--- src/rtl/ram_arbiter.sv ---
// Round-robin arbiter sharing one single-port RAM between a CPU port (0) and a loader/debug port (1).
// Each grant runs IDLE -> ACCESS -> RESP, so one access completes at most every three cycles.
module ram_arbiter #(
    parameter int WIDTH  = 16,
    parameter int ADDR_W = 8
) (
    input  logic              clk,
    input  logic              rst_n,
    input  logic              req0,
    input  logic              req1,
    input  logic              we0,
    input  logic              we1,
    input  logic [ADDR_W-1:0] addr0,
    input  logic [ADDR_W-1:0] addr1,
    input  logic [WIDTH-1:0]  wdata0,
    input  logic [WIDTH-1:0]  wdata1,
    output logic              ack0,
    output logic              ack1,
    output logic [WIDTH-1:0]  rdata,
    output logic              busy,
    output logic [ADDR_W-1:0] ram_addr,
    output logic [WIDTH-1:0]  ram_din,
    output logic              ram_write_en,
    input  logic [WIDTH-1:0]  ram_dout
);

    typedef enum logic [1:0] {
        IDLE   = 2'd0,
        ACCESS = 2'd1,
        RESP   = 2'd2
    } state_t;

    state_t state;
    state_t next_state;
    logic   we_r;
    logic   sel;
    logic   last_grant;
    logic   grant;
    logic   winner;

    // On a tie the port that was not served last wins; a lone requester always wins.
    always_comb begin
        grant = req0 | req1;
        if (req0 && req1) begin
            winner = ~last_grant;
        end else begin
            winner = req1;
        end
    end

    always_ff @(posedge clk or negedge rst_n) begin
        if (!rst_n) begin
            state <= IDLE;
        end else begin
            state <= next_state;
        end
    end

    always_comb begin
        next_state = state;
        case (state)
            IDLE:    next_state = grant ? ACCESS : IDLE;
            ACCESS:  next_state = RESP;
            RESP:    next_state = IDLE;
            default: next_state = IDLE;
        endcase
    end

    always_comb begin
        busy         = (state != IDLE);
        ram_write_en = (state == ACCESS) && we_r;
        ack0         = (state == RESP) && !sel;
        ack1         = (state == RESP) && sel;
    end

    // rdata samples the RAM before the write lands, giving read-before-write for writes.
    always_ff @(posedge clk or negedge rst_n) begin
        if (!rst_n) begin
            ram_addr   <= '0;
            ram_din    <= '0;
            we_r       <= 1'b0;
            sel        <= 1'b0;
            last_grant <= 1'b1;
            rdata      <= '0;
        end else begin
            if (state == IDLE && grant) begin
                ram_addr   <= winner ? addr1 : addr0;
                ram_din    <= winner ? wdata1 : wdata0;
                we_r       <= winner ? we1 : we0;
                sel        <= winner;
                last_grant <= winner;
            end
            if (state == ACCESS) begin
                rdata <= ram_dout;
            end
        end
    end

endmodule
--- config.mk ---
export PLATFORM = sky130hd
export DESIGN_NAME = ram_arbiter
export DESIGN_NICKNAME = d
export VERILOG_FILES = /design/src/rtl/ram_arbiter.sv
export SDC_FILE = /design/constraint.sdc
export NUM_CORES = 1
export LEC_CHECK = 0
export ABC_AREA = 1
export CAP_MARGIN = 20
export CORE_MARGIN = 8
export CORE_UTILIZATION = 36
export DETAILED_ROUTE_END_ITERATION = 7
export GPL_TIMING_DRIVEN = 0
export PLACE_DENSITY_LB_ADDON = 0.15
export SKIP_LAST_GASP = 1
export SLEW_MARGIN = 10
export SYNTH_ARGS = -nofsm -noshare
export SYNTH_HDL_FRONTEND = slang
export SYNTH_SLANG_ARGS = --single-unit
export TNS_END_PERCENT = 30
--- constraint.sdc ---
create_clock -name clk -period 1.3 [get_ports clk]
set_clock_uncertainty 0.2 [all_clocks]
set_input_delay 0.39 -clock clk [delete_from_list [all_inputs] [get_ports clk]]
set_output_delay 0.39 -clock clk [all_outputs]
set_load 0.1 [all_outputs]
# ---- After elaboration in Yosys (flattened, before gate mapping)
# Index checks and enable logic that the tools add are counted.
dict set report word_totals {
  word_cells 25
  ff_bits 45
  in_bits 70
  output_inout_bits 44
}
dict set report classes {
  reduce_logical 8
  n_mux 6
  n_bitwise 2
  eq_ne 2
}
# op n
set ops {}
lappend ops {{$mux W16} 1}
lappend ops {{$mux W8} 1}
lappend ops {{$logic_and A1 B1 Y1} 5}
lappend ops {{$pmux W2 S2} 1}
lappend ops {{$mux W1} 3}
lappend ops {{$eq A2 B1 Y1 const B} 1}
lappend ops {{$eq A2 B2 Y1 const B} 1}
lappend ops {{$logic_not A2 Y1} 1}
lappend ops {{$reduce_bool A2 Y1} 1}
lappend ops {{$logic_not A1 Y1} 1}
lappend ops {{$not A1 Y1} 1}
lappend ops {{$or A1 B1 Y1} 1}

# ---- Logic depth before layout (Yosys ltp)
dict set report logic_depth {
  depth_word 3
  ltp_mapped 7
  depth_no_buf 6
}

# ---- Worst setup path after synthesis
# No wires, ideal clock.
dict set report synth_path {
  path_type {register -> output}
  from {register state[0]}
  to {output ack0}
  t_required_ns 0.710
  arrival_time_ns 2.478
  setup_slack_ns -1.768
  path_buffers 0
  stages_incl_launch_ff 2
  path_cell_list {dfrtp_1 nor3_1}
}
dict set report synth_between {
  elab_chain_len 2
}
# item line
set synth_lines {}
lappend synth_lines {{from (decl)} 33} ;# state_t state;
lappend synth_lines {{from (signal assigned)} 55} ;# state <= next_state;
lappend synth_lines {{$eq A2 B2 Y1} 72} ;# ack0 = (state == RESP) && !sel;
lappend synth_lines {{$logic_and A1 B1 Y1} 72}
lappend synth_lines {{to (decl)} 17} ;# output logic ack0,
# No other way between the ends.

# ---- Final worst setup path
dict set report layout_path {
  from {register state[0]}
  to {output ram_write_en}
}
dict set report layout_between {
  elab_chain_len 2
}
# item line
set layout_lines {}
lappend layout_lines {{$eq A2 B1 Y1} 71} ;# ram_write_en = (state == ACCESS) && we_r;
lappend layout_lines {{$logic_and A1 B1 Y1} 71}
lappend layout_lines {{to (decl)} 23} ;# output logic ram_write_en,
# No other way between the ends.

==> results.yml <==
floorplan:
  dieHeight_um: 95.6
  io_pins: 114
  dieWidth_um: 95.6
  initial_utilization_pct: 36.6
  die-area_sq_mm: 0.00915
  rows: 29
  core_area_sq_mm: 0.00624
timing:
  maxClockFrequency_ghz: 0.535
  fin_crit_sh_pct: 144
  slew_headroom_pct: 68.0
  holdWs_ns: -0.176
  drv_slew: 0
  fin_ws_ns: -0.569
  finalHoldViolCount: 18
  max_slew.worst_pin.slew_ns: 0.480
  rsz0062_at_grt: "yes"
  setup_viol: 82
  finalSetupTns_ns: -17.46
  min_period_ns: 1.87
placed_design:
  place_congestion: 0.713
  dp_hpwl_mm: 5.11
  placedCellCount: 492
  port_buffers: 112
  post_dp_cell_area_sq_mm: 0.00356
drt:
  routed_via_density: 4.56
  route.met2.wl_mm: 3.47
  routed_wl_mm: 7.00
  ant_nets: 0
  drtIter0Drc: 69
  m1WireLength_mm: 2.80
  wl_met3_um: 683
  highest_layer: "met4"
  vias: 2331
  dr.pass1.iters: 4
  wl_per_cell_um: 13.7
  drcViolationCount: 0
global_routing:
  grt_usage_pct: 15.3
  antenna_found_initial: 0
  grt_max_degree: 28
  grt_overflow: 0
  grt_pass1_vias: 2297
  grt_pass1_wl_mm: 11.1
cells_and_area:
  final_common_cell: "nand2_1"
  diodes: 0
  fin_util_pct: 68.1
  drive_gt1_share_pct: 23.0
  synthToLayoutAreaGrowth_pct: 86.2
  final_cell_mix: "nand2_1 (126), clkdlybuf4s50_1 (66), inv_1 (53), buf_12 (46), dfrtp_1 (43)"
  fin_cells: 511
  fillers: 506
  multi_input_area_sq_um: 902
  regArea_sq_mm: 0.00113
  fin_area_sq_mm: 0.00425
  nNetsFinal: 503
synth:
  syn-num-nets: 372
  synth_cell_types: 17
  synth_area_per_cell_sq_um: 7.56
  synthCells: 302
  ys_seq_elements: 45
  yosys.area.top_type_share_pct: 48.2
  synth.area.top_cells: "dfrtp_1 (48%), nand2_1 (21%), nand3_1 (9.0%)"
  ys_warn_count: 0
  synth_top_area_cell: "dfrtp_1"
  synth-seq-area-share_pct: 49.4
  syn_area_sq_mm: 0.00228
hold_path:
  hold_class: "input port to asynchronous set/reset pin"
outcome:
  outcome: "finished with violations"
  failed_checks: "hold timing, setup timing"
worst_setup_path:
  end_kind: "output pin"
  path_class: "flip-flop to output pin"
  cp.required_ns: 0.71
  arrival_ns: 1.28
  reg2reg_from: "state[1]$_DFF_PN0_"
  startpoint_type: "flip-flop"
  cp_max_fo: 4
  startpoint: "state[0]$_DFF_PN0_"
clock_network:
  cts_inserted_buffers: 5
  cts_buffer_depth: 2
  cts_num_sinks: 45
  clkTransAtPathRegs_ns: 0.09
  root_buffer: "clkbuf_8"
  ctsHtreeMaxLevel: 2
  cts_tree: "done"
  clock_latency_ns: 0.30
flow_run:
  drv_cap: 0
## sequential cells by signal, indices dropped and copies added, names as in the netlist
signal,cells
we_r,1
rdata,16
ram_addr,8
last_grant,1
ram_din,16
state,2
sel,1
## repair_timing
action                     CTS  global route
hold endpoints to repair    18            18
pin swaps                    2             1
resized for setup          278           149
setup endpoints to repair   82            85
setup buffers                4             7
## stage by stage
step / setup WS (ns) / hold WS, ns
final: -0.569 / -0.176
after global routing: -0.618 / -0.145
after CTS: -0.578 / -0.166
after detailed placement: -1.33 / 0.166
after global placement: -1.83 / 0.257
after floorplan: -0.534 / -0.106
## routing by layer
layer | GRT usage, % | vias to the layer above
met4 | 3.46 | 0
met3 | 5.51 | 5
met2 | 25.2 | 81
met5 | 0 | -
met1 | 18.7 | 1088
li1 | - | 1157
## cells by family (layout without fill, tap and decap cells)
group	Yosys count	after routing	synth area share [%]
AO/OA/AOI/OAI	1	1	0.219
AND/OR/NAND/NOR	185	185	36.3
buffers and inverters	71	203	14.1
flip-flops	45	45	49.4
## cell type report
class | count | area share, %
multi-input cells | 186 | 21.2
clock inverters | 2 | 0.824
flip-flops and latches | 45 | 26.5
repair buffers | 124 | 39.1
plain buffers | 14 | 3.30
clock buffers | 6 | 1.71
inverters | 57 | 5.09
well taps | 77 | 2.27
## cell usage after synthesis
cell type  count
nand2_1      126
buf_6          3
nand3_2        9
o21ai_0        1
nor2_4         2
dfstp_2        1
buf_4          3
buf_2          4
nor3_1         2
inv_1         54
inv_2          3
nand3_1       41
dfrtp_1       44
nor2_1         1
nand2_2        4
clkbuf_1       3
buf_12         1
## critical path, stage by stage (launching register included)
cell and delay [ns]:
dfrtp_2 0.49, nand2_8 0.07, clkbuf_16 0.14, nor2_4 0.09, buf_12 0.18
## path summary, 6_finish.rpt
kind / to / slack, ns / cells after the start
max reg2reg: ram_din[8]$_DFFE_PN0P_ / -0.28 / 8
max in group asynchronous: last_grant$_DFFE_PN1P_ / 0.49 / 2
min reg2reg: last_grant$_DFFE_PN1P_ / 0.29 / 2
min: rdata[2]$_DFFE_PN0N_ / -0.18 / 1
max: ram_write_en / -0.57 / 4
min in group clk: last_grant$_DFFE_PN1P_ / 0.26 / 5
Power is not shown: default switching activity piles up to over one toggle a cycle in this logic, so the estimate is an artifact.
